===== config.mk =====
export PLATFORM = sky130hd
export DESIGN_NAME = arithmetic_logic_unit
export DESIGN_NICKNAME = d
export VERILOG_FILES = /design/src/rtl/arithmetic_logic_unit.sv
export SDC_FILE = /design/constraint.sdc
export NUM_CORES = 1
export LEC_CHECK = 0
export ABC_AREA = 1
export CELL_PAD_IN_SITES_DETAIL_PLACEMENT = 1
export CELL_PAD_IN_SITES_GLOBAL_PLACEMENT = 2
export CORE_UTILIZATION = 35
export DETAILED_ROUTE_END_ITERATION = 8
export GPL_TIMING_DRIVEN = 0
export PLACE_DENSITY = 0.95
export SYNTH_ARGS = -nofsm -noshare
export SYNTH_HDL_FRONTEND = slang
export SYNTH_SLANG_ARGS = --single-unit

===== constraint.sdc =====
create_clock -name clock -period 4.9 [get_ports clock]
set_clock_uncertainty 0.15 [all_clocks]
set_input_delay 0.49 -clock clock [delete_from_list [all_inputs] [get_ports clock]]
set_output_delay 0.49 -clock clock [all_outputs]
set_load 0.05 [all_outputs]

===== src/rtl/arithmetic_logic_unit.sv =====
// Register-file-fed ALU: single-cycle arithmetic/logic/shift ops plus an
// iterative 16x16 shift-add multiplier, with a registered {Z,C,N,O} flag set.
module arithmetic_logic_unit #(
    parameter int WIDTH    = 32,
    parameter int MUL_ITER = 16
) (
    input  logic             clock,
    input  logic             reset_n,
    input  logic [WIDTH-1:0] A,
    input  logic [WIDTH-1:0] B,
    input  logic [4:0]       FunSel,
    input  logic             WF,
    input  logic             start,
    output logic             busy,
    output logic             done,
    output logic [WIDTH-1:0] ALUOut,
    output logic [3:0]       FlagsOut
);

    localparam int CNT_W = $clog2(MUL_ITER);
    localparam logic [CNT_W-1:0] CNT_LAST = CNT_W'(MUL_ITER - 1);

    localparam logic [4:0] FS_A    = 5'b00000;
    localparam logic [4:0] FS_B    = 5'b00001;
    localparam logic [4:0] FS_NA   = 5'b00010;
    localparam logic [4:0] FS_NB   = 5'b00011;
    localparam logic [4:0] FS_ADD  = 5'b00100;
    localparam logic [4:0] FS_ADC  = 5'b00101;
    localparam logic [4:0] FS_SUB  = 5'b00110;
    localparam logic [4:0] FS_AND  = 5'b00111;
    localparam logic [4:0] FS_OR   = 5'b01000;
    localparam logic [4:0] FS_XOR  = 5'b01001;
    localparam logic [4:0] FS_NAND = 5'b01010;
    localparam logic [4:0] FS_LSL  = 5'b01011;
    localparam logic [4:0] FS_LSR  = 5'b01100;
    localparam logic [4:0] FS_ASR  = 5'b01101;
    localparam logic [4:0] FS_CSL  = 5'b01110;
    localparam logic [4:0] FS_CSR  = 5'b01111;
    localparam logic [4:0] FS_MUL  = 5'b10000;

    typedef enum logic {IDLE, MUL} state_t;

    state_t state, state_next;

    logic [WIDTH-1:0]    res;
    logic                c_new, o_new;
    logic [3:0]          flags_new;
    logic [WIDTH-1:0]    add_b;
    logic                add_cin;
    logic [WIDTH:0]      sum;
    logic                ovf;
    logic signed [WIDTH-1:0] a_signed;

    logic [WIDTH-1:0]    acc, acc_next;
    logic [WIDTH-1:0]    mcand;
    logic [MUL_ITER-1:0] mplier;
    logic [CNT_W-1:0]    cnt;
    logic                mul_wf;

    // Carry-out lands in bit WIDTH of the widened sum.
    function automatic logic [WIDTH:0] add_carry(input logic [WIDTH-1:0] a,
                                                 input logic [WIDTH-1:0] b,
                                                 input logic             cin);
        return {1'b0, a} + {1'b0, b} + {{WIDTH{1'b0}}, cin};
    endfunction

    assign add_b    = (FunSel == FS_SUB) ? ~B : B;
    assign add_cin  = (FunSel == FS_SUB) ? 1'b1 :
                      (FunSel == FS_ADC) ? FlagsOut[2] : 1'b0;
    assign sum      = add_carry(A, add_b, add_cin);
    assign ovf      = (A[WIDTH-1] == add_b[WIDTH-1]) && (sum[WIDTH-1] != A[WIDTH-1]);
    assign a_signed = A;
    assign acc_next = mplier[0] ? (acc + mcand) : acc;

    always_comb begin
        res   = A;
        c_new = FlagsOut[2];
        o_new = FlagsOut[0];
        case (FunSel)
            FS_A:    res = A;
            FS_B:    res = B;
            FS_NA:   res = ~A;
            FS_NB:   res = ~B;
            FS_ADD, FS_ADC, FS_SUB: begin
                res   = sum[WIDTH-1:0];
                c_new = sum[WIDTH];
                o_new = ovf;
            end
            FS_AND:  res = A & B;
            FS_OR:   res = A | B;
            FS_XOR:  res = A ^ B;
            FS_NAND: res = ~(A & B);
            FS_LSL: begin
                res   = {A[WIDTH-2:0], 1'b0};
                c_new = A[WIDTH-1];
            end
            FS_LSR: begin
                res   = {1'b0, A[WIDTH-1:1]};
                c_new = A[0];
            end
            FS_ASR: begin
                res   = a_signed >>> 1;
                c_new = A[0];
            end
            FS_CSL: begin
                res   = {A[WIDTH-2:0], FlagsOut[2]};
                c_new = A[WIDTH-1];
            end
            FS_CSR: begin
                res   = {FlagsOut[2], A[WIDTH-1:1]};
                c_new = A[0];
            end
            default: res = A;
        endcase
        flags_new = {(res == '0), c_new, res[WIDTH-1], o_new};
    end

    always_ff @(posedge clock or negedge reset_n) begin
        if (!reset_n) state <= IDLE;
        else          state <= state_next;
    end

    always_comb begin
        state_next = state;
        case (state)
            IDLE: if (start && FunSel == FS_MUL) state_next = MUL;
            MUL:  if (cnt == CNT_LAST)           state_next = IDLE;
            default: state_next = IDLE;
        endcase
    end

    // Operand latches isolate the multiplier from A/B/FunSel changes while busy.
    always_ff @(posedge clock or negedge reset_n) begin
        if (!reset_n) begin
            ALUOut   <= '0;
            FlagsOut <= '0;
            busy     <= 1'b0;
            done     <= 1'b0;
            cnt      <= '0;
            acc      <= '0;
            mcand    <= '0;
            mplier   <= '0;
            mul_wf   <= 1'b0;
        end else begin
            done <= 1'b0;
            case (state)
                IDLE: begin
                    if (start) begin
                        if (FunSel == FS_MUL) begin
                            mcand  <= {{(WIDTH-MUL_ITER){1'b0}}, A[MUL_ITER-1:0]};
                            mplier <= B[MUL_ITER-1:0];
                            mul_wf <= WF;
                            acc    <= '0;
                            cnt    <= '0;
                            busy   <= 1'b1;
                        end else begin
                            ALUOut <= res;
                            if (WF) FlagsOut <= flags_new;
                            done   <= 1'b1;
                        end
                    end
                end
                MUL: begin
                    acc    <= acc_next;
                    mcand  <= mcand << 1;
                    mplier <= mplier >> 1;
                    cnt    <= cnt + CNT_W'(1);
                    if (cnt == CNT_LAST) begin
                        ALUOut <= acc_next;
                        if (mul_wf)
                            FlagsOut <= {(acc_next == '0), FlagsOut[2],
                                         acc_next[WIDTH-1], FlagsOut[0]};
                        busy   <= 1'b0;
                        done   <= 1'b1;
                    end
                end
                default: ;
            endcase
        end
    end

endmodule

* Word-level counts from Yosys, hierarchy flattened
Cells that the tools add are included.
** Storage, ports and cells
- Output and inout bits :: 38
- Register bits after elaboration :: 124
- Bits of input ports :: 73
- Logic and storage cells :: 104
** Cells by class
- Bitwise operators :: 7
- $add $sub $neg :: 4
- Reductions and logical operators :: 14
- Equality and inequality tests :: 27
- Multiplexer cells :: 40
** Operator list (count)
- $pmux W32 S13 :: 1
- $mux W32 :: 9
- $pmux W32 S2 :: 3
- $not A32 Y32 :: 3
- $logic_not A32 Y1 :: 2
- $eq A5 B4 Y1 const B :: 8
- $add A32 B32 Y33 :: 1
- $add A33 B1 Y33 :: 1
- $add A32 B32 Y32 :: 1
- $and A32 B32 Y32 :: 1
- $mux W16 :: 2
- $or A32 B32 Y32 :: 1
- $pmux W16 S2 :: 1
- $xor A32 B32 Y32 :: 1
- $mux W4 :: 7
- $eq A5 B3 Y1 const B :: 4
- $pmux W4 S2 :: 2
- $reduce_and A5 Y1 :: 3
- $mux W1 :: 11
- $eq A5 B2 Y1 const B :: 2
- $reduce_and A3 Y1 :: 3
- $ne A2 B2 Y1 const B :: 4
- $ne A2 B1 Y1 const B :: 3
- $pmux W1 S2 :: 3
- other kinds (13) :: 15

* Depth between registers and ports, before layout
Gate-level depths: netlist of the first run.
- Depth after elaboration :: 11
- Mapped depth :: 28
- Mapped depth without buffers :: 27

* Worst setup path before layout of the first run
No wires, ideal clock.
- Kind :: input -> register
- Start point :: input FunSel[0]
- End point :: register ALUOut[14]
- Data arrival time :: 3331 ps
- Cell stages on the path :: 22
- Slack :: 1337 ps
- Cell sequence :: inv_1 nand2_2 nor2_4 nand2_1 buf_1 o31ai_1 fa_1 inv_1 fa_1 inv_1 nand2_1 nand2_1 nand3_1 nand2_1 nand2_1 nand3_1 a21oi_1 o21ai_0 nand2_1 o21ai_0 or2_2 a31oi_1
** On the way
- Cells in the longest elaborated chain, start to end :: 8
- Elaborated cells between the ends (all ways) :: 28
- Those cells by class :: add/sub: 2; eq/ne: 17; mux: 7; reduce/logical: 2
** RTL lines
- start, declared :: line 11 : input logic [4:0] FunSel,
- $eq A5 B3 Y1, on equally long branches
- $mux W32 / $mux W1 (equally long branches) :: line 67, 69
- $add A32 B32 Y33 / $mux W1 (equally long branches) :: line 64, 68
- $add A33 B1 Y33 :: line 64 : return {1'b0, a} + {1'b0, b} + {{WIDTH{1'b0}}, cin};
- $pmux W32 S13 :: line 79 : case (FunSel)
- $mux W32 :: line 149 : if (FunSel == FS_MUL) begin
- $mux W32 :: line 148 : if (start) begin
- $pmux W32 S2 :: line 146 : case (state)
- end signal, assigned :: line 157 : ALUOut <= res;
- end signal, assigned :: line 169 : ALUOut <= acc_next;
- end, declared :: line 16 : output logic [WIDTH-1:0] ALUOut,
Parallel ways exist; a longest one is shown, timed or not. The select of a mux whose other input is x is not followed.
A chain may end at the register's enable or synchronous reset.

* Worst setup path after layout of the first run
- Start point :: input FunSel[0]
- End point :: register FlagsOut[3]
** On the way
- Cells in the longest elaborated chain, start to end :: 10
- Elaborated cells between the ends (all ways) :: 30
- Those cells by class :: add/sub: 2; eq/ne: 17; mux: 8; reduce/logical: 3
** RTL lines
- $eq A5 B3 Y1, on equally long branches
- $mux W32 / $mux W1 (equally long branches) :: line 67, 69
- $add A32 B32 Y33 / $mux W1 (equally long branches) :: line 64, 68
- $add A33 B1 Y33 :: line 64
- $pmux W32 S13 :: line 79
- $logic_not A32 Y1 :: line 115 : flags_new = {(res == '0), c_new, res[WIDTH-1], o_new};
- $mux W4 :: line 158 : if (WF) FlagsOut <= flags_new;
- $mux W4 :: line 149
- $mux W4 :: line 148
- $pmux W4 S2 :: line 146
- end signal, assigned :: line 158
- end signal, assigned :: line 171 : FlagsOut <= {(acc_next == '0), FlagsOut[2],
- end, declared :: line 17 : output logic [3:0] FlagsOut
Parallel ways exist; a longest one is shown, timed or not. The select of a mux whose other input is x is not followed.

==> results of run 1 <==
[layout by cell type, fill, tap and decap left out, drive strengths merged, types with 6 or more instances in the layout]
master,Yosys,final
buf,34,36
nand3b,13,13
o221ai,6,6
nor2,236,236
dfrtp,124,124
and2,6,6
nand2,939,939
ha,127,127
a31oi,44,44
nand3,200,200
a21oi,49,49
clkdlybuf4s50,0,107
o22ai,33,33
clkbuf,41,70
nor3,21,21
o211ai,20,20
xor2,35,35
or2,23,23
o2111ai,8,8
o21ai,97,97
inv,400,400
nand4,47,47
[routing by layer]
layer | global-route usage, % | up-vias | wire, microns
met3 | 2.50 | 166 | 2790
li1 | - | 8318 | -
met1 | 37.9 | 8455 | 28300
met2 | 54.5 | 504 | 32400
met4 | 13.9 | 0 | 3130
met5 | 0 | - | 0
[state kept, by name, indices dropped and copies added (netlist names)]
register  count
state         1
busy          1
cnt           4
FlagsOut      4
ALUOut       32
acc          32
mul_wf        1
mplier       16
done          1
mcand        32
[final timing paths]
check,start,to,slack [ps],cells after the start
setup / recovery,FunSel[0],FlagsOut[3],230,29
hold / removal,ALUOut[2],ALUOut[2],340,2
setup reg to reg,FlagsOut[2],FlagsOut[3],650,24
hold reg to reg,ALUOut[2],ALUOut[2],340,2
max in group asynchronous,reset_n,mcand[17],3400,3
min in group asynchronous,reset_n,mplier[8],390,2
[metrics by stage]
stage | total power, mW | setup slack [ps] | hold slack, ps | TNS, ps | instance area [sq um]
finish | 6.77 | 229 | 345 | 0 | 17200
global route | 7.32 | -11.6 | 368 | -11.6 | 17200
CTS | 6.76 | 13.5 | 351 | 0 | 17200
detailed placement | 5.41 | -821 | 278 | -3340 | 16500
global placement | 5.28 | -1740 | 321 | -215540 | 16500
floorplan | 4.15 | 1340 | 44.4 | 0 | 14800
[layout make-up]
cell class	instances	area [sq um]	area share, %
inverter	401	1510	8.74
tap	532	666	3.87
clock buffer	26	499	2.90
sequential	124	3100	18.0
timing repair buffer	115	1170	6.78
clock inverter	6	108	0.625
buffer	75	352	2.04
multi-input combinational	1934	9820	57.0
[where the power goes]
part	switching (mW)	leakage, nW	internal, mW
combinational	2.56	7.35	1.25
sequential	0.309	1.48	1.35
clock	0.453	0.295	0.853
total	3.32	9.12	3.45
[cells by family (layout without fill, tap and decap cells)]
family / after synthesis / count (layout) / share of synthesized area [%]
AOI/OAI and AO/OA: 275 / 275 / 11.0
adders and majority gates: 130 / 130 / 11.2
buffers and inverters: 476 / 623 / 12.5
and+or+nand+nor: 1489 / 1489 / 41.9
DFF: 124 / 124 / 21.0
xor gates and xnor gates: 40 / 40 / 2.37
[critical path, delay by kind of cell]
| kind | cells | cell delay (ps) |
|---|---|---|
| compound gates | 2 | 340 |
| simple gates | 19 | 2130 |
| buf+inv | 6 | 1140 |
| fa+ha+maj | 2 | 750 |
[what timing repair did]
action,in CTS,in global routing
endpoints found under the hold margin,37,0
pin swaps,0,2
resized for setup,3,8
hold buffers,1,0
endpoints found under the setup margin,2,3
setup buffers,0,3
==> impl_metrics.xml, run 1 <==
<?xml version="1.0" encoding="UTF-8"?>
<metrics>
  <group name="global_route">
    <metric name="maximum_number_of_pins_on_one_net_before_global_route_repair" unit="">88</metric>
    <metric name="overflow" unit="">0</metric>
    <metric name="antenna_violations_before_repair" unit="">0</metric>
    <metric name="grt_usage" unit="%">30.8</metric>
    <metric name="first_global_vias" unit="">18100</metric>
    <metric name="grt_first_pass_wirelength" unit="microns">102000</metric>
  </group>
  <group name="timing">
    <metric name="finalCriticalPeriod" unit="ps">4670</metric>
    <metric name="maxSlewHeadroom" unit="%">35.3</metric>
    <metric name="worstMarginPinSlew" unit="ps">970</metric>
    <metric name="hold_viol_final" unit="">0</metric>
    <metric name="final-max-slew-violation-count" unit="">0</metric>
    <metric name="share_of_the_cycle_needed_by_the_critical_path_after_routing" unit="%">95.3</metric>
    <metric name="final-setup-viol-count" unit="">0</metric>
    <metric name="fmaxAchievable" unit="GHz">0.214</metric>
  </group>
  <group name="critical_path">
    <metric name="crit_path_top_delay_cell" unit="">clkdlybuf4s50_1</metric>
    <metric name="setup.worst_path.class" unit="">in2reg</metric>
    <metric name="timing.critical_path.from_type" unit="">input port</metric>
    <metric name="setup.worst_path.end_class" unit="">register</metric>
    <metric name="crit_path_max_fanout" unit="">10</metric>
    <metric name="worstPathArrival" unit="ps">4880</metric>
    <metric name="crit_required" unit="ps">5110</metric>
    <metric name="worst_path_largest_cell_delay" unit="ps">520</metric>
    <metric name="cp_common_cell" unit="">nand2_1</metric>
  </group>
  <group name="route">
    <metric name="postRouteAntennaNets" unit="">0</metric>
    <metric name="initialDrtViolationCount" unit="">997</metric>
    <metric name="route.final.wire_length" unit="microns">66600</metric>
    <metric name="viasPerCell" unit="">5.43</metric>
    <metric name="drt-pass1-iter-count" unit="">6</metric>
    <metric name="detail_route.drc_violations" unit="">0</metric>
    <metric name="detail_route.wl_per_cell" unit="microns">20.7</metric>
    <metric name="vias" unit="">17400</metric>
  </group>
  <group name="yosys">
    <metric name="count_of_flip_flops_with_a_built_in_enable_after_synthesis" unit="">0</metric>
    <metric name="area_share_of_the_leading_cell_type_in_the_synthesized_netlist" unit="%">23.8</metric>
    <metric name="mappedNetlistNets" unit="">2737</metric>
    <metric name="share_of_synthesized_area_occupied_by_flip_flops_and_latches" unit="%">21.0</metric>
    <metric name="post_synth_main_area_contributors" unit="">nand2_1, dfrtp_1, ha_1, inv_1, nand3_1</metric>
    <metric name="syn-instance-count" unit="">2534</metric>
    <metric name="cell_variety_after_synth" unit="">42</metric>
    <metric name="yosys_register_bits" unit="">124</metric>
    <metric name="syn-cell-area" unit="sq um">14800</metric>
    <metric name="synth_top_area_cell" unit="">nand2_1</metric>
    <metric name="synth_flop_cell" unit="">dfrtp_1</metric>
    <metric name="mean_syn_cell_area" unit="sq um">5.82</metric>
    <metric name="synth.yosys.warnings" unit="">0</metric>
    <metric name="yosysMostFrequentCell" unit="">nand2_1</metric>
    <metric name="synth_top_cells_by_count" unit="">nand2_1, inv_1, nor2_1, nand3_1, ha_1</metric>
    <metric name="async_reset_ff_share" unit="%">100</metric>
  </group>
  <group name="final_layout">
    <metric name="fin_nets" unit="">2871</metric>
    <metric name="layout.cells.non_filler" unit="">3213</metric>
    <metric name="num-fill-cells" unit="">5624</metric>
    <metric name="ant_diodes" unit="">0</metric>
    <metric name="fraction_of_the_core_area_covered_by_cells_at_the_end_of_the_flow" unit="%">41.8</metric>
    <metric name="areaGrowthSynthToFinish" unit="%">16.7</metric>
    <metric name="drive_above_1_share" unit="%">3.99</metric>
  </group>
  <group name="power">
    <metric name="powerDensity" unit="nW/um^2">393</metric>
    <metric name="power_leakage" unit="nW">9.12</metric>
    <metric name="peakVddDrop" unit="V">0.000270</metric>
  </group>
  <group name="status">
    <metric name="outcome" unit="">finished clean</metric>
  </group>
  <group name="clock_network">
    <metric name="tritoncts" unit="">done</metric>
    <metric name="clk_latency" unit="ps">420</metric>
    <metric name="clock_tree.root_cell" unit="">clkbuf_16</metric>
    <metric name="htreeDepth" unit="">4</metric>
    <metric name="path_clk_slew" unit="ps">50</metric>
    <metric name="cts-buffers-inserted" unit="">17</metric>
    <metric name="clockBufferDepth" unit="">2</metric>
    <metric name="clock-sinks" unit="">124</metric>
  </group>
  <group name="placement">
    <metric name="numPlacedInstances" unit="">3177</metric>
    <metric name="globalplace.congestion" unit="">0.940</metric>
    <metric name="final_hpwl_dp" unit="microns">55700</metric>
    <metric name="portBuffers" unit="">110</metric>
  </group>
  <group name="floorplan">
    <metric name="ioPinCount" unit="">111</metric>
    <metric name="die_h" unit="microns">207</metric>
    <metric name="floorplan.initialDensity" unit="%">35.8</metric>
    <metric name="floorplan.die_area" unit="sq um">43000</metric>
    <metric name="core_area" unit="sq um">41200</metric>
    <metric name="rows" unit="">74</metric>
    <metric name="die_width" unit="microns">207</metric>
  </group>
  <group name="worst_hold_path">
    <metric name="min-delay-path-class" unit="">reg2reg</metric>
  </group>
  <group name="flow_run">
    <metric name="max_cap_violations" unit="">0</metric>
  </group>
</metrics>
Power figures use the tool's default switching activity.
==> run 2, diff against run 1 <==
--- a/config.mk
+++ b/config.mk
@@ -11,6 +11,7 @@
 export CORE_UTILIZATION = 35
 export DETAILED_ROUTE_END_ITERATION = 8
 export GPL_TIMING_DRIVEN = 0
+export HOLD_SLACK_MARGIN = 0.1
 export PLACE_DENSITY = 0.95
 export SYNTH_ARGS = -nofsm -noshare
 export SYNTH_HDL_FRONTEND = slang
==> results of run 2 <==
Final layout, timing and power as in run 1 (identical DEF).
==> run 3, diff against run 2 <==
--- a/config.mk
+++ b/config.mk
@@ -9,10 +9,12 @@
 export CELL_PAD_IN_SITES_DETAIL_PLACEMENT = 1
 export CELL_PAD_IN_SITES_GLOBAL_PLACEMENT = 2
 export CORE_UTILIZATION = 35
+export CTS_CLUSTER_DIAMETER = 100
 export DETAILED_ROUTE_END_ITERATION = 8
 export GPL_TIMING_DRIVEN = 0
 export HOLD_SLACK_MARGIN = 0.1
 export PLACE_DENSITY = 0.95
+export RECOVER_POWER = 25
 export SYNTH_ARGS = -nofsm -noshare
 export SYNTH_HDL_FRONTEND = slang
 export SYNTH_SLANG_ARGS = --single-unit
==> run 3 against run 2 <==
- the flow now finishes with violations (capacitance limit, slew limit)
- critical path depth unchanged
- die area unchanged
- worst hold slack about the same
- via count about the same
- design area about the same
- sequential share of layout area about the same
- first-iteration DRC count increased by 0.90%
- sequential power about the same
- non-clock buffer count unchanged
- worst setup slack got worse by 2.9 ps
==> impl_metrics.xml, run 3 (synthesized netlist as in run 1, its figures left out) <==
<?xml version="1.0" encoding="UTF-8"?>
<metrics>
  <group name="status">
    <metric name="outcome" unit="">finished, violations left</metric>
    <metric name="failed_checks" unit="">capacitance limit, slew limit</metric>
  </group>
  <group name="critical_path">
    <metric name="worst_path_largest_cell_delay" unit="ps">520</metric>
    <metric name="crit_path_top_delay_cell" unit="">clkdlybuf4s50_1</metric>
    <metric name="worstPathArrival" unit="ps">4880</metric>
    <metric name="crit_required" unit="ps">5110</metric>
    <metric name="setup.worst_path.class" unit="">in2reg</metric>
    <metric name="cp_common_cell" unit="">nand2_1</metric>
    <metric name="setup.worst_path.end_class" unit="">register</metric>
    <metric name="timing.critical_path.from_type" unit="">input port</metric>
    <metric name="worst_r2r_path_depth" unit="">24</metric>
    <metric name="crit_path_max_fanout" unit="">10</metric>
  </group>
  <group name="final_layout">
    <metric name="ant_diodes" unit="">0</metric>
    <metric name="drive_above_1_share" unit="%">3.95</metric>
    <metric name="layout.cells.non_filler" unit="">3213</metric>
    <metric name="fin_nets" unit="">2871</metric>
    <metric name="stdcell_area" unit="sq um">17200</metric>
    <metric name="num-fill-cells" unit="">5624</metric>
    <metric name="areaGrowthSynthToFinish" unit="%">16.6</metric>
    <metric name="largest_registers" unit="">ALUOut (32), acc (32), mcand (32)</metric>
    <metric name="leading_cell_type_in_the_layout_fill_and_taps_excluded" unit="">nand2_1</metric>
    <metric name="mostFrequentLayoutCells" unit="">nand2_1, inv_1, nor2_1</metric>
  </group>
  <group name="route">
    <metric name="route.final.wire_length" unit="microns">66700</metric>
    <metric name="postRouteAntennaNets" unit="">0</metric>
    <metric name="drt-pass1-iter-count" unit="">5</metric>
    <metric name="detail_route.wl_per_cell" unit="microns">20.8</metric>
    <metric name="vias" unit="">17500</metric>
    <metric name="initialDrtViolationCount" unit="">1006</metric>
    <metric name="viasPerCell" unit="">5.43</metric>
    <metric name="detail_route.drc_violations" unit="">0</metric>
  </group>
  <group name="clock_network">
    <metric name="cts-buffers-inserted" unit="">17</metric>
    <metric name="path_clk_slew" unit="ps">50</metric>
    <metric name="clockBufferDepth" unit="">2</metric>
    <metric name="htreeDepth" unit="">4</metric>
    <metric name="clock_tree.root_cell" unit="">clkbuf_16</metric>
    <metric name="tritoncts" unit="">done</metric>
    <metric name="clk_latency" unit="ps">420</metric>
    <metric name="clock-sinks" unit="">124</metric>
  </group>
  <group name="placement">
    <metric name="globalplace.congestion" unit="">0.940</metric>
    <metric name="postPlaceCellArea" unit="sq um">16500</metric>
    <metric name="portBuffers" unit="">110</metric>
    <metric name="numPlacedInstances" unit="">3177</metric>
    <metric name="final_hpwl_dp" unit="microns">55700</metric>
  </group>
  <group name="power">
    <metric name="peakVddDrop" unit="V">0.000272</metric>
    <metric name="power_leakage" unit="nW">9.12</metric>
    <metric name="powerDensity" unit="nW/um^2">394</metric>
  </group>
  <group name="timing">
    <metric name="maxSlewHeadroom" unit="%">-51.8</metric>
    <metric name="fmaxAchievable" unit="GHz">0.214</metric>
    <metric name="worstMarginPinSlew" unit="ps">2280</metric>
    <metric name="finalCriticalPeriod" unit="ps">4670</metric>
    <metric name="hold_viol_final" unit="">0</metric>
    <metric name="final-max-slew-violation-count" unit="">38</metric>
    <metric name="final-setup-viol-count" unit="">0</metric>
    <metric name="share_of_the_cycle_needed_by_the_critical_path_after_routing" unit="%">95.4</metric>
  </group>
  <group name="global_route">
    <metric name="grt_usage" unit="%">30.8</metric>
    <metric name="first_global_vias" unit="">18100</metric>
    <metric name="maximum_number_of_pins_on_one_net_before_global_route_repair" unit="">88</metric>
    <metric name="grt_first_pass_wirelength" unit="microns">102000</metric>
    <metric name="antenna_violations_before_repair" unit="">0</metric>
    <metric name="overflow" unit="">0</metric>
  </group>
  <group name="worst_hold_path">
    <metric name="hold_depth" unit="">2</metric>
    <metric name="min-delay-path-class" unit="">reg2reg</metric>
  </group>
  <group name="floorplan">
    <metric name="rows" unit="">74</metric>
    <metric name="die_h" unit="microns">207</metric>
    <metric name="die_width" unit="microns">207</metric>
    <metric name="ioPinCount" unit="">111</metric>
    <metric name="floorplan.die_area" unit="sq um">43000</metric>
    <metric name="floorplan.initialDensity" unit="%">35.8</metric>
    <metric name="core_area" unit="sq um">41200</metric>
  </group>
  <group name="flow_run">
    <metric name="max_cap_violations" unit="">1</metric>
  </group>
</metrics>
run 3: cell count changes in the layout (fill, tap and decap cells not counted):
cell      delta
buf_6        -1
clkbuf_1     +1
run 3: repair_timing:
item / 4_1_cts / 5_1_grt
hold buffers: 1 / 0
endpoints found under the hold margin: 37 / 0
pin swaps: 0 / 2
setup buffers: 0 / 3
resized for setup: 3 / 8
endpoints found under the setup margin: 2 / 3
run 3: worst paths after layout:
kind                             start          end  slack (ps)
max                          FunSel[0]  FlagsOut[3]         230
min                          ALUOut[2]    ALUOut[2]         340
max reg2reg                FlagsOut[2]  FlagsOut[3]         650
min reg2reg                  ALUOut[2]    ALUOut[2]         340
max in group asynchronous      reset_n    mcand[17]        2130
min in group asynchronous      reset_n    mplier[8]        1130
run 3: area by class of cell:
| type | instances | area [sq um] | share of cell area (%) |
|---|---|---|---|
| multi-input cells | 1934 | 9820 | 57.0 |
| flip-flops and latches | 124 | 3100 | 18.0 |
| inverters | 401 | 1510 | 8.75 |
| repair buffers | 115 | 1160 | 6.74 |
| well taps | 532 | 666 | 3.87 |
| clock buffers | 26 | 499 | 2.90 |
| plain buffers | 75 | 352 | 2.04 |
| clock inverters | 6 | 108 | 0.625 |
run 3: metrics by stage:
stage	utilization (%)	setup TNS, ps	hold slack [ps]	power, mW	setup WS [ps]
after floorplan	-	0	44.4	4.15	1340
after global placement	40.1	-215540	321	5.28	-1740
after detailed placement	40.2	-3340	278	5.41	-821
after CTS	41.7	0	351	6.76	13.5
after global routing	41.8	-11.6	368	7.32	-11.6
final	41.8	0	344	6.78	226
run 3: metal layers:
metal | vias to the layer above | share of wire, % | track usage [%] | routed length [microns]
met5 | - | 0 | 0 | 0
met4 | 0 | 4.9 | 13.9 | 3240
met3 | 172 | 4.3 | 2.50 | 2840
met2 | 505 | 48 | 54.5 | 32300
met1 | 8455 | 43 | 37.9 | 28400
li1 | 8320 | - | - | -
run 3: critical path, delay by kind of cell:
family | cells | cell delay, ps
buffers and inverters | 6 | 1140
AND/OR/NAND/NOR | 19 | 2130
AO/OA/AOI/OAI | 2 | 340
adder cells (fa/ha/maj) | 2 | 750
run 3: report_power, final:
part,switching [mW],internal (mW)
registers,0.310,1.35
logic,2.56,1.25
clock network,0.458,0.853
total,3.33,3.45
